[src/rtl/tx_engine_arbiter.sv]
// Round-robin arbiter granting one of C_NUM_CHNL request channels to the TX engine.
// Define TX_ENGINE_ARB_QUANTUM_EN to force rotation after C_QUANTUM packets per grant.
module tx_engine_arbiter #(
    parameter int C_NUM_CHNL = 12,
    parameter int C_CHNL_W   = (C_NUM_CHNL > 1) ? $clog2(C_NUM_CHNL) : 1,
    parameter int C_QUANTUM  = 8
) (
    input  logic                  CLK,
    input  logic                  RST_N,
    input  logic [C_NUM_CHNL-1:0] REQ_ALL,
    input  logic                  REQ_DONE,
    output logic                  REQ,
    output logic [C_CHNL_W-1:0]   CHNL
);

    typedef enum logic [1:0] {
        IDLE,
        GRANT,
        SWITCH
    } arbState_t;

    arbState_t             state;
    arbState_t             stateNext;
    logic [C_CHNL_W-1:0]   rPtr;
    logic [C_CHNL_W-1:0]   ptrNext;
    logic [C_CHNL_W-1:0]   chnlNext;
    logic                  reqNext;
    logic [C_CHNL_W-1:0]   winIdx;
    logic [C_CHNL_W-1:0]   hiIdx;
    logic [C_CHNL_W-1:0]   loIdx;
    logic                  hiFound;
    logic                  winFound;
    logic [C_NUM_CHNL-1:0] chnlMask;
    logic                  qexp;
    logic                  grantRelease;

    // Rotating priority as two scans: lowest requester above rPtr wins, else the lowest
    // requester overall, which leaves rPtr itself checked last.
    // NOTE: every variable driven here gets a default first so no path can infer a latch.
    always_comb begin
        hiFound  = 1'b0;
        winFound = 1'b0;
        hiIdx    = '0;
        loIdx    = '0;
        for (int i = C_NUM_CHNL - 1; i >= 0; i--) begin
            if (REQ_ALL[i]) begin
                winFound = 1'b1;
                loIdx    = C_CHNL_W'(i);
                if (C_CHNL_W'(i) > rPtr) begin
                    hiFound = 1'b1;
                    hiIdx   = C_CHNL_W'(i);
                end
            end
        end
        winIdx = hiFound ? hiIdx : loIdx;
    end

    assign chnlMask     = C_NUM_CHNL'(1) << CHNL;
    assign grantRelease = (state == GRANT) & (~(|(REQ_ALL & chnlMask)) | qexp);

`ifdef TX_ENGINE_ARB_QUANTUM_EN
    localparam logic [7:0] C_QLAST = 8'(C_QUANTUM - 1);

    logic [7:0] rCount;
    logic [7:0] countNext;
    logic       countLast;
    logic       otherPending;

    assign countLast    = (rCount == C_QLAST);
    assign otherPending = |(REQ_ALL & ~chnlMask);
    assign qexp         = REQ_DONE & countLast & otherPending;

    // Saturates at the last slot when nobody else waits, so expiry fires on the next packet.
    always_comb begin
        countNext = rCount;
        if (grantRelease) begin
            countNext = '0;
        end else if ((state == GRANT) && REQ_DONE && !countLast) begin
            countNext = rCount + 8'd1;
        end
    end

    always_ff @(posedge CLK or negedge RST_N) begin
        if (!RST_N) begin
            rCount <= '0;
        end else begin
            rCount <= countNext;
        end
    end
`else
    logic unusedQuantum;

    assign unusedQuantum = REQ_DONE | (C_QUANTUM == 0);
    assign qexp          = 1'b0;
`endif

    // IDLE and SWITCH both search with the live REQ_ALL; SWITCH exists to give the gap cycle.
    always_comb begin
        stateNext = state;
        reqNext   = REQ;
        chnlNext  = CHNL;
        ptrNext   = rPtr;
        case (state)
            IDLE, SWITCH: begin
                if (winFound) begin
                    chnlNext  = winIdx;
                    reqNext   = 1'b1;
                    stateNext = GRANT;
                end else begin
                    reqNext   = 1'b0;
                    stateNext = IDLE;
                end
            end
            GRANT: begin
                if (grantRelease) begin
                    reqNext   = 1'b0;
                    ptrNext   = CHNL;
                    stateNext = SWITCH;
                end
            end
            default: begin
                reqNext   = 1'b0;
                stateNext = IDLE;
            end
        endcase
    end

    // NOTE: reset is asynchronous so REQ drops the moment RST_N falls; all state is small
    // control flops, so every one of them is reset.
    // NOTE: state registers use non-blocking assignments so every flop samples pre-edge values.
    always_ff @(posedge CLK or negedge RST_N) begin
        if (!RST_N) begin
            state <= IDLE;
            REQ   <= 1'b0;
            CHNL  <= '0;
            rPtr  <= C_CHNL_W'(C_NUM_CHNL - 1);
        end else begin
            state <= stateNext;
            REQ   <= reqNext;
            CHNL  <= chnlNext;
            rPtr  <= ptrNext;
        end
    end

endmodule
[config.mk]
export PLATFORM = sky130hd
export DESIGN_NAME = tx_engine_arbiter
export DESIGN_NICKNAME = d
export VERILOG_FILES = /design/src/rtl/tx_engine_arbiter.sv
export SDC_FILE = /design/constraint.sdc
export NUM_CORES = 1
export LEC_CHECK = 0
export ABC_AREA = 1
export CAP_MARGIN = 20
export CORE_ASPECT_RATIO = 2
export CORE_UTILIZATION = 30
export CTS_BUF_LIST = sky130_fd_sc_hd__clkbuf_16
export CTS_CLUSTER_DIAMETER = 150
export CTS_CLUSTER_SIZE = 28
export DETAILED_ROUTE_END_ITERATION = 8
export GPL_TIMING_DRIVEN = 0
export PLACE_DENSITY = 0.57
export SLEW_MARGIN = 30
export SYNTH_ARGS = -nofsm -noshare
export SYNTH_HDL_FRONTEND = slang
export SYNTH_SLANG_ARGS = --single-unit
[constraint.sdc]
create_clock -name CLK -period 1.7 [get_ports CLK]
set_input_delay 0.255 -clock CLK [delete_from_list [all_inputs] [get_ports CLK]]
set_output_delay 0.255 -clock CLK [all_outputs]
set_load 0.005 [all_outputs]
==> metrics.yaml, run 1 <==
syn_area_um2: 923
drtAntennaViolNets: 0
cts-root-buf: "clkbuf_16"
cp-end-kind: "flip-flop"
antenna_found_initial: 0
relSlewSlack: 0.701
hold_path.class: "in -> async"
yosysUniqueCellTypes: 24
critical_path.max_fanout: 4
syn-num-nets: 164
drt_iter0_markers: 19
max-cap-violations: 0
swShare: 0.456
synth_seq_cells: 10
fin_skew_ps: 3.09
period_needed_ps: 1660
ys_async_sr_fraction: 1.00
wl_per_cell_um: 13.5
start_kind: "flip-flop"
die_area_mm2: 0.00332
instances_no_fill: 206
vias: 1069
drive_above_1_share: 0.261
synth_top_cells_by_count: "43 x nand2_1, 22 x inv_1, 15 x nand3_1"
critPathRequiredTime_ps: 1860
max_slew.worst_pin.slew_ps: 447
vias_per_cell: 5.19
numCtsBuffers: 3
setup-violations-final: 0
p_comb_frac: 0.569
seq_area_frac_synth: 0.275
io_buffers: 18
status: "completed"
grt_pass1_vias: 1013
pwr-share-seq: 0.254
ios: 20
ys_top_cells_by_area: "dfrtp_1 19%, nand2_1 17%, inv_1 8.9%"
fin_util: 0.456
rows: 28
grt_max_degree: 11
rrSetupSlack_ps: 40
cts_tree: "done"
cp.arrival_ps: 1820
routed_wl_mm: 2.78
rsz0062_at_grt: "yes"
syn2layout_area_growth_pct: 45.3
die_h_um: 80.5
hold_violations: 0
drc_errors: 0
slew_violations: 0
design_area_mm2: 0.00134
fmax_ghz: 0.604
synth_top_cell_area_share: 0.190
die_w_um: 41.2
initial_core_util: 0.314
ctsHoldBuffers: 0
vdd_drop_max_v: 0.000886
post-route-period-util: 0.974
synth_edf_count: 0
gp_congestion: 0.843
yosysTopAreaCell: "dfrtp_1"
ctsHtreeMaxLevel: 1
drtPass1Iterations: 4
nets: 192
grt_pass1_wl_mm: 4.45
clockPowerShare: 0.177
worstSetupPathType: "reg -> reg"
power_density_mw_per_mm2: 1730
nFillCells: 321
grt-ovfl-total: 0
p_int_mw: 1.26
post-dp-hpwl_mm: 2.19
grt_use_total: 0.200
dp_cells: 197
clk_latency_ps: 240
numClockSinks: 10
r2r_start: "rPtr[1]"
postPlaceCellArea_mm2: 0.00114
cellLeakagePower_nw: 0.650
yosysWarningCount: 0
diodes: 0
crit_start: "rPtr[1]"
synthCells: 149
cts.clk_slew.worst_paths_ps: 40
clockBufferDepth: 2
yosysMostFrequentCell: "nand2_1"
synthFlopType: "dfrtp_1"
coreArea_mm2: 0.00294
synth_area_per_cell_um2: 6.20
power_switching_mw: 1.06
==> sequential cells by signal, summed over array words and instances, names as in the netlist <==
| register | count |
|---|---|
| CHNL | 4 |
| rPtr | 4 |
| REQ | 1 |
| state | 1 |
==> kinds of logic after synthesis <==
family          after synthesis  share of synthesized area
compound gates               30                      0.183
simple gates                 84                      0.439
flops                        10                      0.275
buf+inv                      25                      0.103
==> power by group through the flow <==
| stage | Clock, mW | Sequential [mW] | Combinational, mW |
|---|---|---|---|
| after global placement | 0 | 0.537 | 1.11 |
| final | 0.411 | 0.590 | 1.32 |
| after global routing | 0.434 | 0.611 | 1.47 |
| after floorplan | 0 | 0.500 | 0.783 |
| after CTS | 0.424 | 0.567 | 1.10 |
| after detailed placement | 0 | 0.538 | 1.12 |
==> worst max-delay path, stage by stage (launching register included) <==
cell and delay, ps:
dfstp_2 580, nand2_4 80, nand2_2 70, nand2_2 60
nand2_2 70, nand2_2 80, nor2_4 180, nand3_4 110
nor3b_2 180, o21ai_1 90, o21ai_1 80
==> metrics by stage <==
| stage | power [mW] | setup slack [ps] | TNS [ps] | hold WS (ps) |
|---|---|---|---|---|
| floorplan | 1.28 | 171 | 0 | -40.6 |
| global placement | 1.65 | -282 | -1280 | 509 |
| detailed placement | 1.66 | -295 | -1400 | 526 |
| CTS | 2.09 | 18.3 | 0 | 341 |
| global route | 2.51 | -86.9 | -155 | 369 |
| finish | 2.32 | 44.2 | 0 | 335 |
==> per-layer routing <==
layer	GRT usage	vias to the layer above	share of wire
li1	-	540	-
met1	0.205	496	0.36
met2	0.330	22	0.55
met3	0.0304	11	0.028
met4	0.152	0	0.066
met5	0	-	0
==> area by class of cell <==
cell class,instances,area (µm²),area share
multi-input combinational,114,646,0.481
sequential,10,255,0.190
timing repair buffer,24,234,0.174
inverter,24,90.1,0.0672
clock buffer,3,75.1,0.0560
tap,30,37.5,0.0280
clock inverter,1,3.75,0.00280
==> layout by cell type, fill, tap and decap left out <==
cell type        instances
nand2_1                 35
inv_1                   21
clkdlybuf4s50_1         16
nand3_1                 13
nor2_1                  12
nand2_2                 11
o21ai_1                  8
dfrtp_1                  6
a21oi_1                  6
buf_4                    5
o21ai_0                  4
inv_2                    4
nor2_4                   4
a31oi_1                  3
o21ai_2                  3
clkbuf_16                3
dfstp_2                  3
a21oi_2                  2
nand3_2                  2
dlymetal6s2s_1           2
dfrtp_2                  1
nor2_2                   1
o22ai_1                  1
o31ai_1                  1
o211ai_1                 1
nor3_2                   1
nand2_4                  1
nor3b_4                  1
nand3_4                  1
nor3b_2                  1
nand3b_1                 1
a31oi_2                  1
buf_6                    1
==> timing repair <==
item / 4_1_cts / 5_1_grt
pin swaps: 0 / 9
resized for setup: 2 / 27
setup buffers: 0 / 6
hold endpoints to repair: 0 / 0
endpoints found under the setup margin: 5 / 9
==> path summary, 6_finish.rpt <==
kind,end,depth (start not counted)
setup / recovery,CHNL[3],10
hold / removal,CHNL[0],1
setup reg to reg,CHNL[3],10
hold reg to reg,rPtr[1],2
max in group asynchronous,rPtr[1],1
min in group CLK,rPtr[1],2
No activity file was read; power rests on OpenSTA's default activity.
==> inputs of run 2 (changes only) <==
--- a/config.mk
+++ b/config.mk
@@ -7,14 +7,12 @@
 export LEC_CHECK = 0
 export ABC_AREA = 1
 export CAP_MARGIN = 20
-export CORE_ASPECT_RATIO = 2
-export CORE_UTILIZATION = 30
+export CORE_UTILIZATION = 45
 export CTS_BUF_LIST = sky130_fd_sc_hd__clkbuf_16
 export CTS_CLUSTER_DIAMETER = 150
 export CTS_CLUSTER_SIZE = 28
 export DETAILED_ROUTE_END_ITERATION = 8
-export GPL_TIMING_DRIVEN = 0
-export PLACE_DENSITY = 0.57
+export PLACE_DENSITY = 0.77
 export SLEW_MARGIN = 30
 export SYNTH_ARGS = -nofsm -noshare
 export SYNTH_HDL_FRONTEND = slang
==> run 2 against run 1 <==
  * Sequential share of layout area barely moved
  * Register-to-register slack barely moved
  * Worst setup slack got worse by 1.7 ps
  * Highest routed layer unchanged
==> metrics.yaml, run 2 (synthesis results as in run 1) <==
diodes: 0  # unchanged
gp_congestion: 0.888  # +5.3%
nFillCells: 188  # -41%
power_switching_mw: 0.986  # -6.9%
p_comb_frac: 0.562  # -0.007
nets: 199  # +3.6%
die_h_um: 47.3  # -41%
fin_skew_ps: 3.29  # +0.200 ps
vias: 1078  # +0.84%
clockPowerShare: 0.182  # +0.005
cellLeakagePower_nw: 0.656  # +1.1%
grt_pass1_vias: 997  # -1.6%
post-route-period-util: 0.975  # +0.000985
coreArea_mm2: 0.00194  # -34%
drive_above_1_share: 0.208  # -0.0537
crit_top_cell: "nand2_2"
rsz0062_at_grt: "yes"
power_density_mw_per_mm2: 1660  # -4.0%
antenna_found_initial: 0  # unchanged
swShare: 0.446  # -0.0103
p_int_mw: 1.23  # -2.9%
grt_use_total: 0.268  # +0.0677
start_kind: "flip-flop"
io_buffers: 18  # unchanged
routed_wl_mm: 2.54  # -8.6%
cpMaxStageDelayCell: "dfstp_2"
rows: 16  # -43%
setup-violations-final: 0  # unchanged
cp.arrival_ps: 1810  # about the same
final_cell_mix: "39 x nand2_1, 23 x inv_1, 18 x clkdlybuf4s50_1"
die_area_mm2: 0.00224  # -33%
cp-end-kind: "flip-flop"
dp_cells: 203  # +3.0%
drtAntennaViolNets: 0  # unchanged
clk_latency_ps: 230  # about the same
hold_violations: 0  # unchanged
die_w_um: 47.3  # +15%
worstPathBufferInverterCount: 1  # +1
critical_path.max_fanout: 6  # +2
cts.clk_slew.worst_paths_ps: 40  # about the same
critPathRequiredTime_ps: 1850  # about the same
period_needed_ps: 1660  # +1.67 ps
relSlewSlack: 0.725  # +0.0237
slew_violations: 0  # unchanged
reg.largest.list: "CHNL (4), rPtr (4)"
post-dp-hpwl_mm: 1.96  # -11%
drt_iter0_markers: 25  # +6
grt_max_degree: 11  # unchanged
clockBufferDepth: 2  # unchanged
wl_per_cell_um: 12.1  # -10%
numClockSinks: 10  # unchanged
max_slew.worst_pin.slew_ps: 411  # -35.5 ps
ios: 20  # unchanged
fmax_ghz: 0.603  # -0.10%
instances_no_fill: 210  # +1.9%
vdd_drop_max_v: 0.00106  # +20%
drc_errors: 0  # unchanged
initial_core_util: 0.476  # +0.162
slowest_delay_ps: 610  # +30 ps
grt-ovfl-total: 0  # unchanged
path_cells: "nand2_4 -> nand2_2 -> nand2_2 -> nand2_2 -> nand2_2 -> nor2_4 -> nand3_4 -> inv_4 -> nand3b_1 -> a31oi_1"
syn2layout_area_growth_pct: 44.2
vias_per_cell: 5.13  # -1.1%
pwr-share-seq: 0.257  # +0.003
critPathTopFamily: "simple AND/OR/NAND/NOR gates"
finalPower_mw: 2.21  # -4.7%
numCtsBuffers: 3  # unchanged
worstSetupPathType: "reg -> reg"
cts_tree: "done"
cts-root-buf: "clkbuf_16"
final_common_cell: "nand2_1"
max-cap-violations: 0  # unchanged
hold_path.class: "in -> async"
grt_pass1_wl_mm: 4.11  # -7.8%
status: "completed"
ctsHtreeMaxLevel: 1  # unchanged
ctsHoldBuffers: 0  # unchanged
drtPass1Iterations: 4  # unchanged
-- run 2: changes by cell type in the layout (fill, tap and decap cells not counted), sizes merged --
cell / previous run / this run
clkdlybuf4s50: 16 / 18
buf: 6 / 13
dlymetal6s2s: 2 / 0
-- run 2: power groups by stage --
stage | Combinational (mW) | Clock, mW | Sequential [mW]
after floorplan | 0.783 | 0 | 0.500
after global placement | 1.12 | 0 | 0.547
after detailed placement | 1.14 | 0 | 0.548
after CTS | 1.16 | 0.409 | 0.549
after global routing | 1.41 | 0.426 | 0.584
final | 1.24 | 0.402 | 0.568
-- run 2: area by class of cell --
class                      instances  area [µm²]  share of cell area
clock buffer                       3        75.1              0.0564
clock inverter                     1        3.75             0.00282
inverter                          24        92.6              0.0695
multi-input combinational        114         594               0.446
sequential                        10         254               0.191
tap                               27        33.8              0.0254
timing repair buffer              31         278               0.209
-- run 2: timing repair --
| action | in CTS | in global routing |
|---|---|---|
| resized for setup | 0 | 8 |
| setup endpoints to repair | 0 | 8 |
| endpoints found under the hold margin | 0 | 0 |
| setup buffers | 0 | 3 |
-- run 2: final timing paths --
path	start	cells past startpoint	slack (ps)	end
worst max-delay path	rPtr[1]	10	40	CHNL[2]
worst min-delay path	RST_N	1	320	REQ
worst max register to register	rPtr[1]	10	40	CHNL[2]
worst min register to register	rPtr[0]	2	560	rPtr[0]
max in group asynchronous	RST_N	1	1050	rPtr[0]
min in group CLK	rPtr[0]	2	560	rPtr[0]
-- run 2: layer usage --
| layer | wire (µm) | global-route usage | vias up |
|---|---|---|---|
| li1 | - | - | 554 |
| met1 | 1080 | 0.322 | 475 |
| met2 | 1250 | 0.447 | 39 |
| met3 | 110 | 0.0423 | 10 |
| met4 | 97 | 0.160 | 0 |
| met5 | 0 | 0 | - |
-- run 2: metrics by stage --
step           area, µm²  worst slack (ps)  hold slack [ps]  utilization  TNS (ps)
2_1_floorplan        923               171            -40.6            -         0
3_3_place_gp        1210             -24.1              516        0.622     -53.1
3_5_place_dp        1210             -51.5              533        0.622      -212
4_1_cts             1290              43.3              334        0.662         0
5_1_grt             1330              -118              367        0.686      -567
6_report            1330              42.5              323        0.686         0
==> inputs of run 3 (changes only) <==
--- a/config.mk
+++ b/config.mk
@@ -17,3 +17,4 @@
 export SYNTH_ARGS = -nofsm -noshare
 export SYNTH_HDL_FRONTEND = slang
 export SYNTH_SLANG_ARGS = --single-unit
+export TNS_END_PERCENT = 20
==> run 3 against run 2 <==
  * Clock power about the same
  * Flip-flop and latch count did not move
  * Worst setup slack unchanged
  * Critical path depth stayed put
  * Power unchanged
  * Largest power group unchanged
  * Clock-buffer cell count unchanged
  * Highest routed layer unchanged
  * Sequential power hardly changed
  * Sequential share of layout area unchanged
  * Design area unchanged
==> metrics.yaml, run 3 (synthesis results as in run 1) <==
p_int_mw: 1.23  # unchanged
cts.clk_slew.worst_paths_ps: 40  # about the same
diodes: 0  # unchanged
final_common_cell: "nand2_1"
post-dp-hpwl_mm: 1.96  # unchanged
cp.arrival_ps: 1810  # about the same
max_slew.worst_pin.slew_ps: 411  # unchanged
grt_max_degree: 11  # unchanged
nFillCells: 188  # unchanged
power_switching_mw: 0.986  # unchanged
clockPowerShare: 0.182  # about the same
drt_iter0_markers: 25  # unchanged
die_area_mm2: 0.00224  # unchanged
cp-end-kind: "flip-flop"
die_h_um: 47.3  # unchanged
vias_per_cell: 5.13  # unchanged
setup-tns-final_ps: 0  # unchanged
final_cell_mix: "39 x nand2_1, 23 x inv_1, 18 x clkdlybuf4s50_1"
drc_errors: 0  # unchanged
ctsHoldBuffers: 0  # unchanged
relSlewSlack: 0.725  # unchanged
period_needed_ps: 1660  # unchanged
hold_violations: 0  # unchanged
start_kind: "flip-flop"
routed_wl_mm: 2.54  # unchanged
rows: 16  # unchanged
dp_slack_ps: -51.5  # unchanged
grt-ovfl-total: 0  # unchanged
worstSetupPathType: "reg -> reg"
hold_path.class: "in -> async"
critPathRequiredTime_ps: 1850  # about the same
crit_top_cell: "nand2_2"
fin_skew_ps: 3.29  # unchanged
coreArea_mm2: 0.00194  # unchanged
cts_tree: "done"
power_density_mw_per_mm2: 1660  # unchanged
setup_ws_ps: 42.5  # unchanged
postPlaceCellArea_mm2: 0.00121  # unchanged
nets: 199  # unchanged
clockBufferDepth: 2  # unchanged
drtAntennaViolNets: 0  # unchanged
post-route-period-util: 0.975  # unchanged
cts-root-buf: "clkbuf_16"
worstPathBufferInverterCount: 1  # unchanged
wl_per_cell_um: 12.1  # unchanged
gp_congestion: 0.888  # unchanged
grt_pass1_vias: 997  # unchanged
pwr-share-seq: 0.257  # about the same
drtPass1Iterations: 4  # unchanged
rsz0062_at_grt: "yes"
clk_latency_ps: 230  # about the same
ios: 20  # unchanged
cpMaxStageDelayCell: "dfstp_2"
drive_above_1_share: 0.208  # unchanged
critical_path.max_fanout: 6  # unchanged
io_buffers: 18  # unchanged
ctsHtreeMaxLevel: 1  # unchanged
vdd_drop_max_v: 0.00106  # unchanged
fmax_ghz: 0.603  # unchanged
swShare: 0.446  # unchanged
max-cap-violations: 0  # unchanged
cellLeakagePower_nw: 0.656  # unchanged
initial_core_util: 0.476  # unchanged
die_w_um: 47.3  # unchanged
vias: 1078  # unchanged
grt_use_total: 0.268  # unchanged
path_cells: "nand2_4 -> nand2_2 -> nand2_2 -> nand2_2 -> nand2_2 -> nor2_4 -> nand3_4 -> inv_4 -> nand3b_1 -> a31oi_1"
design_area_mm2: 0.00133  # unchanged
antenna_found_initial: 0  # unchanged
setup-violations-final: 0  # unchanged
reg.largest.list: "CHNL (4), rPtr (4)"
numCtsBuffers: 3  # unchanged
grt_pass1_wl_mm: 4.11  # unchanged
syn2layout_area_growth_pct: 44.2  # unchanged
status: "completed"
slowest_delay_ps: 610  # about the same
critPathTopFamily: "simple AND/OR/NAND/NOR gates"
p_comb_frac: 0.562  # about the same
slew_violations: 0  # unchanged
numClockSinks: 10  # unchanged
==> run 3: cell counts in the layout (fill, tap and decap cells not counted) <==
No cell type changed its count.
==> run 3: power by group through the flow <==
stage	sequential (mW)	combinational, mW	clock [mW]
2_1_floorplan	0.500	0.783	0
3_3_place_gp	0.547	1.12	0
3_5_place_dp	0.548	1.14	0
4_1_cts	0.549	1.16	0.409
5_1_grt	0.584	1.41	0.426
6_report	0.568	1.24	0.402
==> run 3: per-layer routing <==
| layer | vias to the layer above | global-route usage | wire (µm) |
|---|---|---|---|
| met4 | 0 | 0.160 | 97 |
| met1 | 475 | 0.322 | 1080 |
| met5 | - | 0 | 0 |
| met2 | 39 | 0.447 | 1250 |
| li1 | 554 | - | - |
| met3 | 10 | 0.0423 | 110 |
==> run 3: worst paths after layout <==
path,startpoint,end,slack [ps],cells after the start
max reg2reg,rPtr[1],CHNL[2],40,10
max,rPtr[1],CHNL[2],40,10
min reg2reg,rPtr[0],rPtr[0],560,2
min in group CLK,rPtr[0],rPtr[0],560,2
max in group asynchronous,RST_N,rPtr[0],1050,1
min,RST_N,REQ,320,1
==> run 3: what timing repair did <==
item	CTS	global route
setup endpoints to repair	0	8
setup buffers	0	3
gates resized for setup	0	8
==> run 3: per-stage QoR <==
| stage | std cells | power, mW | utilization | hold WS, ps |
|---|---|---|---|---|
| 2_1_floorplan | 149 | 1.28 | - | -40.6 |
| 6_report | 210 | 2.21 | 0.686 | 323 |
| 4_1_cts | 207 | 2.12 | 0.662 | 334 |
| 3_3_place_gp | 203 | 1.66 | 0.622 | 516 |
| 3_5_place_dp | 203 | 1.69 | 0.622 | 533 |
| 5_1_grt | 210 | 2.42 | 0.686 | 367 |
==> run 3: area by class of cell <==
type / instances / area [µm²] / share of cell area
Timing Repair Buffer: 31 / 278 / 0.209
Sequential cell: 10 / 254 / 0.191
Clock inverter: 1 / 3.75 / 0.00282
Clock buffer: 3 / 75.1 / 0.0564
Tap cell: 27 / 33.8 / 0.0254
Inverter: 24 / 92.6 / 0.0695
Multi-Input combinational cell: 114 / 594 / 0.446
